[src/rtl/fw_config_regs_if.sv]
// Avalon-MM slave bus bundle for the firmware configuration register block.
// The bus master drives address, data and strobes; the slave returns readdata.
interface fw_config_regs_if #(
  parameter int ADDR_W = 7
);
  logic [ADDR_W-1:0] address;
  logic [31:0]       writedata;
  logic              write_n;
  logic              read_n;
  logic [31:0]       readdata;

  modport master (output address, output writedata, output write_n, output read_n, input readdata);
  modport slave  (input address, input writedata, input write_n, input read_n, output readdata);
endinterface

[src/rtl/fw_config_regs.sv]
// Password-protected configuration register block with auto-relock and brute-force lockout.
// Reads are registered (latency 1); user registers are also exported as a flat bus.
module fw_config_regs #(
  parameter logic [7:0]  VERSION_MAJOR  = 8'd2,
  parameter logic [7:0]  VERSION_MINOR  = 8'd0,
  parameter logic [7:0]  PRODUCT_ID     = 8'd0,
  parameter logic [31:0] LOCK_PWD       = 32'd12345,
  parameter int          NUM_USER       = 6,
  parameter int          ADDR_W         = 7,
  parameter logic [31:0] RELOCK_CYCLES  = 32'd50_000_000,
  parameter int          MAX_FAIL       = 3,
  parameter logic [31:0] LOCKOUT_CYCLES = 32'd1_000_000
) (
  input  logic                    clk,
  input  logic                    reset,
  fw_config_regs_if.slave         bus,
  output logic [32*NUM_USER-1:0]  user_regs,
  output logic                    unlocked
);

  typedef enum logic [1:0] {LOCKED, UNLOCKED, LOCKOUT} state_t;

  state_t        state, state_nxt;
  logic [31:0]   timer, timer_nxt;
  logic [3:0]    fail_cnt, fail_nxt, fail_inc;
  logic          reject;
  logic [31:0]   user_q [NUM_USER];
  logic [31:0]   read_val;
  logic [NUM_USER-1:0] user_sel;
  logic          wr, rd, lock_wr, user_wr, status_rd;

  assign wr        = !bus.write_n;
  assign rd        = !bus.read_n;
  assign lock_wr   = wr && (bus.address == ADDR_W'(1));
  assign status_rd = rd && (bus.address == ADDR_W'(2));
  assign user_wr   = wr && (|user_sel);
  assign unlocked  = (state == UNLOCKED);

  always_comb begin
    user_sel = '0;
    for (int i = 0; i < NUM_USER; i++) begin
      user_sel[i] = (bus.address == ADDR_W'(i + 4));
    end
  end

  always_ff @(posedge clk or posedge reset) begin
    if (reset) begin
      state    <= LOCKED;
      timer    <= '0;
      fail_cnt <= '0;
    end else begin
      state    <= state_nxt;
      timer    <= timer_nxt;
      fail_cnt <= fail_nxt;
    end
  end

  // A user write in UNLOCKED reloads the timer and takes priority over relock expiry.
  always_comb begin
    state_nxt = state;
    timer_nxt = timer;
    fail_nxt  = fail_cnt;
    fail_inc  = (fail_cnt == 4'hF) ? 4'hF : fail_cnt + 4'd1;
    case (state)
      LOCKED: begin
        if (lock_wr) begin
          if (bus.writedata == LOCK_PWD) begin
            state_nxt = UNLOCKED;
            fail_nxt  = '0;
            timer_nxt = RELOCK_CYCLES;
          end else if (bus.writedata != '0) begin
            fail_nxt = fail_inc;
            if ((MAX_FAIL != 0) && (int'(fail_inc) == MAX_FAIL)) begin
              state_nxt = LOCKOUT;
              timer_nxt = LOCKOUT_CYCLES;
            end
          end
        end
      end
      UNLOCKED: begin
        if (lock_wr) begin
          if (bus.writedata == LOCK_PWD) begin
            timer_nxt = RELOCK_CYCLES;
          end else begin
            state_nxt = LOCKED;
            timer_nxt = '0;
          end
        end else if (user_wr) begin
          timer_nxt = RELOCK_CYCLES;
        end else if (RELOCK_CYCLES != '0) begin
          if (timer <= 32'd1) begin
            state_nxt = LOCKED;
            timer_nxt = '0;
          end else begin
            timer_nxt = timer - 32'd1;
          end
        end
      end
      LOCKOUT: begin
        if (timer <= 32'd1) begin
          state_nxt = LOCKED;
          timer_nxt = '0;
          fail_nxt  = '0;
        end else begin
          timer_nxt = timer - 32'd1;
        end
      end
      default: begin
        state_nxt = LOCKED;
        timer_nxt = '0;
      end
    endcase
  end

  always_comb begin
    read_val = '0;
    if (bus.address == ADDR_W'(0)) begin
      read_val = {8'(NUM_USER), PRODUCT_ID, VERSION_MAJOR, VERSION_MINOR};
    end else if (bus.address == ADDR_W'(2)) begin
      read_val = {24'b0, fail_cnt, 1'b0, reject, (state == LOCKOUT), (state == UNLOCKED)};
    end else if (bus.address == ADDR_W'(3)) begin
      read_val = timer;
    end else begin
      for (int i = 0; i < NUM_USER; i++) begin
        if (user_sel[i]) begin
          read_val = user_q[i];
        end
      end
    end
  end

  // Reject flag: a set on the same edge as a STATUS read clear wins.
  always_ff @(posedge clk or posedge reset) begin
    if (reset) begin
      reject       <= 1'b0;
      bus.readdata <= '0;
      for (int i = 0; i < NUM_USER; i++) begin
        user_q[i] <= '0;
      end
    end else begin
      if (user_wr && (state != UNLOCKED)) begin
        reject <= 1'b1;
      end else if (status_rd) begin
        reject <= 1'b0;
      end
      if (rd) begin
        bus.readdata <= read_val;
      end
      for (int i = 0; i < NUM_USER; i++) begin
        if (wr && user_sel[i] && (state == UNLOCKED)) begin
          user_q[i] <= bus.writedata;
        end
      end
    end
  end

  for (genvar g = 0; g < NUM_USER; g++) begin : g_export
    assign user_regs[32*g +: 32] = user_q[g];
  end

endmodule

[src/flat_wrapper.sv]
// flat-port wrapper written by rule: the top's interface ports become plain ports
module fw_config_regs_flat 
#(
  parameter logic [7:0]  VERSION_MAJOR  = 8'd2,
  parameter logic [7:0]  VERSION_MINOR  = 8'd0,
  parameter logic [7:0]  PRODUCT_ID     = 8'd0,
  parameter logic [31:0] LOCK_PWD       = 32'd12345,
  parameter int          NUM_USER       = 6,
  parameter int          ADDR_W         = 7,
  parameter logic [31:0] RELOCK_CYCLES  = 32'd50_000_000,
  parameter int          MAX_FAIL       = 3,
  parameter logic [31:0] LOCKOUT_CYCLES = 32'd1_000_000
)
  (clk, reset, user_regs, unlocked, bus_address, bus_writedata, bus_write_n, bus_read_n, bus_readdata);
  fw_config_regs_if #(.ADDR_W(ADDR_W)) bus_i ();
  input  logic clk;
  input  logic reset;
  output logic [32*NUM_USER-1:0] user_regs;
  output logic unlocked;
  input wire logic [$bits(bus_i.address)-1:0] bus_address;
  input wire logic [$bits(bus_i.writedata)-1:0] bus_writedata;
  input wire logic [$bits(bus_i.write_n)-1:0] bus_write_n;
  input wire logic [$bits(bus_i.read_n)-1:0] bus_read_n;
  output wire logic [$bits(bus_i.readdata)-1:0] bus_readdata;
  assign bus_i.address = bus_address;
  assign bus_i.writedata = bus_writedata;
  assign bus_i.write_n = bus_write_n;
  assign bus_i.read_n = bus_read_n;
  assign bus_readdata = bus_i.readdata;
  fw_config_regs #(.VERSION_MAJOR(VERSION_MAJOR), .VERSION_MINOR(VERSION_MINOR), .PRODUCT_ID(PRODUCT_ID), .LOCK_PWD(LOCK_PWD), .NUM_USER(NUM_USER), .ADDR_W(ADDR_W), .RELOCK_CYCLES(RELOCK_CYCLES), .MAX_FAIL(MAX_FAIL), .LOCKOUT_CYCLES(LOCKOUT_CYCLES)) u_core (.clk(clk), .reset(reset), .bus(bus_i), .user_regs(user_regs), .unlocked(unlocked));
endmodule
[config.mk]
export PLATFORM = sky130hd
export DESIGN_NAME = fw_config_regs_flat
export DESIGN_NICKNAME = d
export VERILOG_FILES = /design/src/rtl/fw_config_regs_if.sv /design/src/rtl/fw_config_regs.sv /design/src/flat_wrapper.sv
export SDC_FILE = /design/constraint.sdc
export NUM_CORES = 1
export LEC_CHECK = 0
export BUFFER_PORTS_ARGS = -buffer_cell sky130_fd_sc_hd__buf_2
export CORE_MARGIN = 10
export CORE_UTILIZATION = 59
export CTS_CLUSTER_SIZE = 14
export DETAILED_ROUTE_END_ITERATION = 12
export PLACE_DENSITY = 0.81
export REMOVE_ABC_BUFFERS = 1
export SLEW_MARGIN = 20
export SYNTH_ARGS = -nofsm -noshare
export SYNTH_HDL_FRONTEND = slang
export SYNTH_SLANG_ARGS = --single-unit
[constraint.sdc]
create_clock -name clk -period 23.3 [get_ports clk]
set_input_delay 4.66 -clock clk [delete_from_list [all_inputs] [get_ports clk]]
set_output_delay 4.66 -clock clk [all_outputs]
set_load 0.02 [all_outputs]
==> results.json, run 1 <==
{
  "grt_pass1_vias": 10700,
  "fin_cells": 1569,
  "synth_top_area_share_pct": 52.8,
  "setup_violations": 0,
  "regArea_mm2": 0.00658,
  "skew_ns": 0.0122,
  "max_slew_margin_pct": 17.2,
  "grt_usage_pct": 28.3,
  "fin_nets": 1318,
  "synth-main-ff-cell": "dfrtp_1",
  "cts_tree": "built",
  "final-hold-violation-count": 0,
  "synthTopCellsByArea": "dfrtp_1 53%, mux2_2 19%, a221oi_1 1.6%, o21ai_0 1.6%, nand2_1 1.5%",
  "utilization_pct": 71.8,
  "antenna_found_initial": 0,
  "design_area_mm2": 0.0150,
  "clock-sinks": 263,
  "core_area_mm2": 0.0209,
  "start_util_pct": 59.7,
  "synth_edf_count": 0,
  "cts-resized-gates": 0,
  "ir_drop_mv": 0.0579,
  "ant_nets": 0,
  "synth_top_area_cell": "dfrtp_1",
  "ys_async_sr_fraction_pct": 100,
  "status": "finished clean",
  "setup_tns_ns": 0,
  "worstPathMaxFanout": 35,
  "reg2reg_depth": 6,
  "areaGrowthSynthToFinish_pct": 20.2,
  "fin_ws_ns": 15.73,
  "grt_max_degree": 121,
  "grt_pass1_wl_um": 60900,
  "power.leakage_uw": 0.00773,
  "synthTopCellsByCount": "263 x dfrtp_1, 213 x mux2_2, 50 x nand2_1",
  "cts_buffers": 28,
  "dp.cells": 1516,
  "slew_viol_final": 0,
  "synthCells": 1032,
  "avgSynthCellArea_um2": 12.1,
  "power_density_mw_per_mm2": 64.2,
  "cts-hold-fix-buffers": 0,
  "startpoint_type": "primary input",
  "cts_setup_buffers": 0,
  "synth_seq_cells": 263,
  "vias_per_cell": 6.51,
  "die_h_um": 165,
  "routed_wl_um": 39600,
  "num_vias": 10200,
  "min_period_ns": 7.57,
  "layout-drive-gt1-share_pct": 44.0,
  "drc": 0,
  "io_buffer_count": 267,
  "end_kind": "register",
  "max_freq_mhz": 132,
  "firstDrtPassIters": 8,
  "clock_path_buffers": 3,
  "cp.required_ns": 23.73,
  "seq_area_frac_synth_pct": 52.8,
  "dp_slack_ns": 15.18,
  "die_x_um": 165,
  "ys_warn_count": 0,
  "drtIter0Drc": 1108,
  "post_synth_num_cell_types": 68,
  "yosysMostFrequentCell": "dfrtp_1",
  "wl_per_cell_um": 25.2,
  "hold_depth": 2,
  "cts-root-buf": "clkbuf_16",
  "num-fill-cells": 1523,
  "diodes": 0,
  "hold_path_class": "reg -> reg",
  "rsz0062_at_grt": "false",
  "io_pins": 268,
  "placed_area_mm2": 0.0140,
  "worstSetupPathType": "in -> reg",
  "multi_input_area_mm2": 0.00558,
  "path_clk_slew_ns": 0.06,
  "drv_cap": 0,
  "die_area_mm2": 0.0274,
  "dpl.hpwl_um": 26400,
  "tightestPinTransition_ns": 1.23,
  "htreeDepth": 1,
  "r2r_setup_slack_ns": 20.24,
  "rows": 53,
  "gr-total-overflow": 0,
  "synth_area_mm2": 0.0125,
  "place_congestion": 0.920,
  "fin_crit_sh_pct": 32.5,
  "clk-insertion-delay-late_ns": 0.54,
  "arrival_ns": 7.99
}
[where the power goes]
group / leakage [uW] / switching [uW] / total [uW] / internal (uW)
logic: 0.00367 / 31.6 / 42.6 / 11.0
clock network: 0.000475 / 180 / 455 / 275
registers: 0.00359 / 3.90 / 464 / 460
total: 0.00773 / 216 / 962 / 746
[cell usage in the layout, fill, tap and decap left out, types with 15 or more instances in the layout]
cell,synthesis,routed
a22o_1,18,18
nand2_1,50,50
o31ai_1,20,20
o21ai_0,39,39
o22ai_1,19,19
clkbuf_16,0,29
nor2_1,30,29
mux2_2,213,213
dfrtp_1,263,263
nor3_1,23,22
buf_4,4,15
a221oi_1,23,23
buf_2,22,267
a31oi_1,15,15
a21oi_1,24,24
[logic make-up (layout without fill, tap and decap cells)]
group | Yosys count | in the layout | synth area share, %
flops | 263 | 263 | 52.8
mux | 228 | 228 | 20.5
xor+xnor | 3 | 3 | 0.211
fa+ha+maj | 3 | 3 | 0.301
compound gates | 253 | 253 | 14.5
buf+inv | 85 | 347 | 2.96
simple gates | 197 | 197 | 8.73
[flip-flops by register name, indices dropped and copies added (netlist names)]
| signal | count |
|---|---|
| u_core.fail_cnt | 4 |
| u_core.bus.readdata | 32 |
| u_core.timer | 32 |
| u_core.user_regs | 192 |
| u_core.state | 2 |
| u_core.reject | 1 |
[critical path, stage by stage]
cell	delay [ns]
buf_2	0.08
buf_4	0.34
buf_4	0.54
or3_1	0.88
nand2_2	0.62
a221oi_1	0.42
o221ai_1	0.16
a22o_1	0.23
[layout make-up]
| cell class | instances | share of cell area (%) |
|---|---|---|
| Multi-Input combinational cell | 684 | 37.2 |
| Clock buffer | 44 | 5.75 |
| Inverter | 12 | 0.351 |
| Tap cell | 275 | 2.30 |
| Timing Repair Buffer | 283 | 9.85 |
| Sequential cell | 263 | 43.9 |
| Clock inverter | 8 | 0.601 |
[per-layer routing]
layer / global-route usage [%] / routed length (um) / vias up
met2: 46.8 / 19400 / 558
met1: 36.0 / 15200 / 5139
met4: 11.5 / 1480 / 0
met5: 0 / 0 / -
met3: 5.16 / 3430 / 109
li1: - / - / 4415
[path summary, 6_finish.rpt]
check,from,endpoint
worst min-delay path,u_core.bus.readdata[31]$_DFFE_PP0N_,u_core.bus.readdata[31]$_DFFE_PP0N_
worst max-delay path,bus_address[0],u_core.bus.readdata[2]$_DFFE_PP0N_
worst max register to register,u_core.timer[16]$_DFFE_PP0P_,u_core.timer[9]$_DFFE_PP0P_
max in group asynchronous,reset,u_core.user_regs[130]$_DFFE_PP0P_
min in group asynchronous,reset,u_core.user_regs[117]$_DFFE_PP0P_
worst min register to register,u_core.bus.readdata[31]$_DFFE_PP0N_,u_core.bus.readdata[31]$_DFFE_PP0N_
[metrics by stage]
step           power [uW]  hold slack, ns
6_report              962           0.491
3_3_place_gp          513           0.462
4_1_cts               966           0.483
3_5_place_dp          514           0.469
2_1_floorplan         491           0.465
5_1_grt               989           0.520
Power figures use the tool's default switching activity.
==> run 2: changes to the inputs <==
- CORE_UTILIZATION: 59 -> 55
- PLACE_DENSITY: 0.81 -> 0.76
- clock period: 23.3 -> 7.86 ns (I/O delays scaled with it)
==> run 2 against run 1 <==
  * Non-clock buffer count down 5
  * Global-route usage fell by 1.8 points
  * Design area fell by 0.50%
  * Critical path type unchanged
==> results.json, run 2 (synthesized netlist as in run 1, its figures left out) <==
{
  "status": "finished clean",
  "hold_path_class": "reg -> reg",
  "vias_per_cell": 6.35,
  "ir_drop_mv": 0.153,
  "final-hold-violation-count": 0,
  "dpl.hpwl_um": 26700,
  "min_period_ns": 4.52,
  "max_slew_margin_pct": 23.9,
  "cts_tree": "built",
  "rsz0062_at_grt": "false",
  "fin_nets": 1313,
  "reg2reg_depth": 5,
  "utilization_pct": 66.3,
  "clock-sinks": 263,
  "routed_wl_um": 39200,
  "power_density_mw_per_mm2": 188,
  "cts-hold-fix-buffers": 0,
  "ant_nets": 0,
  "dp_slack_ns": 2.80,
  "max_freq_mhz": 221,
  "largest_register_ffs": 192,
  "die_x_um": 171,
  "p_int_uw": 2150,
  "power.leakage_uw": 0.00767,
  "comb_power_share_pct": 4.5,
  "layout_common_cells": "267 x buf_2, 263 x dfrtp_1, 213 x mux2_2",
  "startpoint_type": "primary input",
  "skew_ns": 0.0232,
  "layout-drive-gt1-share_pct": 43.8,
  "place_congestion": 0.957,
  "final_common_cell": "buf_2",
  "cts-resized-gates": 0,
  "end_kind": "register",
  "num-fill-cells": 1787,
  "antenna_found_initial": 0,
  "fin_ws_ns": 3.34,
  "clk-insertion-delay-late_ns": 0.56,
  "num_vias": 9972,
  "hold_depth": 1,
  "io_buffer_count": 267,
  "htreeDepth": 1,
  "grt_max_degree": 140,
  "setup_tns_ns": 0,
  "tightestPinTransition_ns": 1.14,
  "clock_path_buffers": 3,
  "fin_crit_sh_pct": 57.6,
  "cp_cell_sequence": "buf_2 > or4_1 > nor3_4 > nor2b_4 > mux2_2",
  "wl_per_cell_um": 24.9,
  "start_util_pct": 55.4,
  "cpPeakStageDelay_ns": 1.07,
  "diodes": 0,
  "pwr-share-seq_pct": 49.0,
  "firstDrtPassIters": 7,
  "rows": 55,
  "drv_cap": 0,
  "path_clk_slew_ns": 0.07,
  "cp_slowest_cell": "nor2b_4",
  "cts-root-buf": "clkbuf_16",
  "slew_viol_final": 0,
  "fin_hold_ws_ns": 0.485,
  "cts_setup_buffers": 0,
  "die_area_mm2": 0.0291,
  "grt_usage_pct": 26.4,
  "io_pins": 268,
  "netSwitchingFraction_pct": 23.3,
  "p_switching_uw": 652,
  "cts_buffers": 28,
  "gr-total-overflow": 0,
  "areaGrowthSynthToFinish_pct": 19.6,
  "drc": 0,
  "cp.required_ns": 8.29,
  "grt_pass1_wl_um": 60500,
  "worstSetupPathType": "in -> reg",
  "drtIter0Drc": 1038,
  "setup_violations": 0,
  "pwr-share-clk_pct": 46.5,
  "grt_pass1_vias": 10300,
  "die_h_um": 171,
  "core_area_mm2": 0.0225,
  "arrival_ns": 4.95,
  "worstPathMaxFanout": 32
}
run 2: per-layer routing:
layer  global-route usage [%]  up-vias  part of all wire, %
met5                        0        -                    0
met4                     10.4        0                  3.8
met3                     6.77       93                  8.5
met2                     42.6      405                   48
met1                     33.4     5072                   40
li1                         -     4402                    -
run 2: path summary, 6_finish.rpt:
| check | start | to | slack, ns |
|---|---|---|---|
| worst max register to register | u_core.state[1]$_DFFE_PP0P_ | u_core.user_regs[89]$_DFFE_PP0P_ | 4.72 |
| worst min-delay path | u_core.bus.readdata[30]$_DFFE_PP0N_ | u_core.bus.readdata[30]$_DFFE_PP0N_ | 0.49 |
| worst min register to register | u_core.bus.readdata[30]$_DFFE_PP0N_ | u_core.bus.readdata[30]$_DFFE_PP0N_ | 0.49 |
| min in group asynchronous | reset | u_core.user_regs[117]$_DFFE_PP0P_ | 1.15 |
| max in group asynchronous | reset | u_core.user_regs[124]$_DFFE_PP0P_ | 5.43 |
| worst max-delay path | bus_address[1] | u_core.user_regs[6]$_DFFE_PP0P_ | 3.34 |
run 2: power by group through the flow:
stage	Combinational, uW	Sequential (uW)	Clock [uW]
final	127	1370	1300
after global routing	140	1370	1370
after CTS	128	1370	1310
after detailed placement	128	1400	0
after global placement	126	1400	0
after floorplan	52.0	1400	0
run 2: layout make-up:
| type | instances | area [um^2] | area share [%] |
|---|---|---|---|
| Sequential cell | 263 | 6580 | 44.1 |
| Multi-Input combinational cell | 684 | 5570 | 37.4 |
| Timing Repair Buffer | 278 | 1450 | 9.73 |
| Clock buffer | 38 | 778 | 5.22 |
| Tap cell | 285 | 357 | 2.39 |
| Clock inverter | 11 | 119 | 0.797 |
| Inverter | 12 | 52.6 | 0.352 |
run 2: critical path, delay by kind of cell:
kind                   cells  cell delay [ns]
muxes                      1             0.43
and+or+nand+nor            3             2.80
buffers and inverters      1             0.13
run 2: per-stage QoR:
stage | cells | cell area, um^2 | power [uW]
finish | 1571 | 14900 | 2810
detailed placement | 1521 | 14000 | 1530
global placement | 1521 | 14000 | 1530
CTS | 1570 | 14900 | 2820
global route | 1571 | 14900 | 2890
floorplan | 959 | 12100 | 1460
==> run 3: changes to the inputs <==
- clock period: 7.86 -> 4.4 ns (I/O delays scaled with it)
==> run 3 against run 2 <==
  * Die area is the same
  * Total power grew 77%
  * Clock power grew 75%
  * Register-to-register slack lost 3.3 ns
  * Worst setup slack lost 2.2 ns
  * Critical path type unchanged
  * Largest power group unchanged
==> results.json, run 3 (synthesized netlist as in run 1, its figures left out) <==
{
  "die_x_um": 171,
  "critPathTopFamily": "simple AND/OR/NAND/NOR gates",
  "path_clk_slew_ns": 0.06,
  "cts_setup_buffers": 0,
  "setup_tns_ns": 0,
  "clock_path_buffers": 3,
  "drv_cap": 0,
  "cts_tree": "built",
  "clk-insertion-delay-late_ns": 0.54,
  "core_area_mm2": 0.0225,
  "pwr-share-seq_pct": 49.6,
  "pwr-share-clk_pct": 45.8,
  "cp_slowest_cell": "nor4_1",
  "diodes": 0,
  "grt_pass1_vias": 10200,
  "p_switching_uw": 1150,
  "arrival_ns": 3.73,
  "antenna_found_initial": 0,
  "die_area_mm2": 0.0291,
  "cts-hold-fix-buffers": 0,
  "crit-reg2reg-capture": "u_core.timer[9]$_DFFE_PP0P_",
  "wl_per_cell_um": 25.0,
  "worstPathMaxFanout": 13,
  "status": "finished clean",
  "num_vias": 9949,
  "grt_usage_pct": 26.2,
  "critPathBufInv": 1,
  "tightestPinTransition_ns": 1.18,
  "layout-drive-gt1-share_pct": 44.1,
  "io_buffer_count": 267,
  "r2r-start": "u_core.timer[8]$_DFFE_PP0P_",
  "finalPower_uw": 4950,
  "cts-root-buf": "clkbuf_16",
  "gr-total-overflow": 0,
  "slew_viol_final": 0,
  "cts_buffers": 27,
  "rows": 55,
  "grt_pass1_wl_um": 59700,
  "fin_crit_sh_pct": 74.0,
  "power.leakage_uw": 0.00770,
  "ant_nets": 0,
  "setup_violations": 0,
  "max_freq_mhz": 307,
  "utilization_pct": 66.4,
  "end_kind": "register",
  "layout_common_cells": "267 x buf_2, 263 x dfrtp_1, 213 x mux2_2",
  "drc": 0,
  "netSwitchingFraction_pct": 23.2,
  "start_util_pct": 55.4,
  "worstSetupPathType": "in -> reg",
  "r2r_setup_slack_ns": 1.39,
  "place_congestion": 0.926,
  "areaGrowthSynthToFinish_pct": 19.7,
  "max_slew_margin_pct": 21.6,
  "cp.required_ns": 4.88,
  "largest_register_ffs": 192,
  "vias_per_cell": 6.30,
  "gr-usage-met2_pct": 42.4,
  "reg2reg_depth": 6,
  "min_period_ns": 3.26,
  "skew_ns": 0.0110,
  "drtIter0Drc": 975,
  "p_int_uw": 3810,
  "fin_nets": 1323,
  "grt-busiest-layer": "met2",
  "power_density_mw_per_mm2": 332,
  "die_h_um": 171,
  "cts-resized-gates": 0,
  "comb_power_share_pct": 4.6,
  "grt_max_degree": 124,
  "routed_wl_um": 39400,
  "rsz0062_at_grt": "false",
  "final-hold-violation-count": 0,
  "ir_drop_mv": 0.312,
  "clock-sinks": 263,
  "startpoint_type": "primary input",
  "cp_cell_sequence": "buf_2 > nor4_1 > nand4_1 > or3_1 > a21o_1 > a21oi_2 > a22o_1",
  "grtUsageMet3_pct": 6.68,
  "firstDrtPassIters": 5,
  "dpl.hpwl_um": 27300,
  "final_common_cell": "buf_2",
  "met1_usage_pct": 33.9,
  "cpPeakStageDelay_ns": 0.62,
  "io_pins": 268,
  "hold_path_class": "in -> async",
  "htreeDepth": 1
}
run 3: final cells by class:
cell class	instances	area (um^2)
multi-input combinational	684	5570
fill	1776	7570
inverter	12	52.6
clock inverter	10	109
sequential	263	6580
timing repair buffer	289	1510
clock buffer	37	753
tap	285	357
run 3: metrics by stage:
step	hold WS, ns	cells	cell area, um^2	setup slack [ns]
2_1_floorplan	0.465	959	12100	-3.72
3_3_place_gp	0.463	1533	14100	0.716
3_5_place_dp	0.477	1533	14100	0.630
4_1_cts	0.493	1580	14900	1.18
5_1_grt	0.507	1580	14900	0.959
6_report	0.460	1580	14900	1.14
run 3: layer usage:
layer  vias to the layer above  routed length [um]
met2                       447               19000
li1                       4421                   -
met5                         -                   0
met1                      5012               16000
met3                        69                3380
met4                         0                1080
run 3: how the worst max path moves through the flow:
| stage | startpoint | endpoint | slack, ns | depth (start not counted) |
|---|---|---|---|---|
| floorplan | reset | u_core.bus.readdata[0]$_DFFE_PP0N_ | -3.72 | 1 |
| global placement | bus_writedata[10] | u_core.timer[22]$_DFFE_PP0P_ | 0.72 | 7 |
| detailed placement | bus_writedata[10] | u_core.timer[19]$_DFFE_PP0P_ | 0.63 | 7 |
| CTS | bus_writedata[10] | u_core.timer[19]$_DFFE_PP0P_ | 1.18 | 7 |
| global route | bus_writedata[10] | u_core.timer[7]$_DFFE_PP0P_ | 0.96 | 7 |
| finish | bus_writedata[10] | u_core.timer[21]$_DFFE_PP0P_ | 1.14 | 7 |
run 3: power groups by stage:
stage	sequential [uW]	combinational, uW	clock [uW]
4_1_cts	2460	230	2300
5_1_grt	2460	249	2390
2_1_floorplan	2510	93.0	0
6_report	2460	227	2270
3_3_place_gp	2500	225	0
3_5_place_dp	2500	229	0
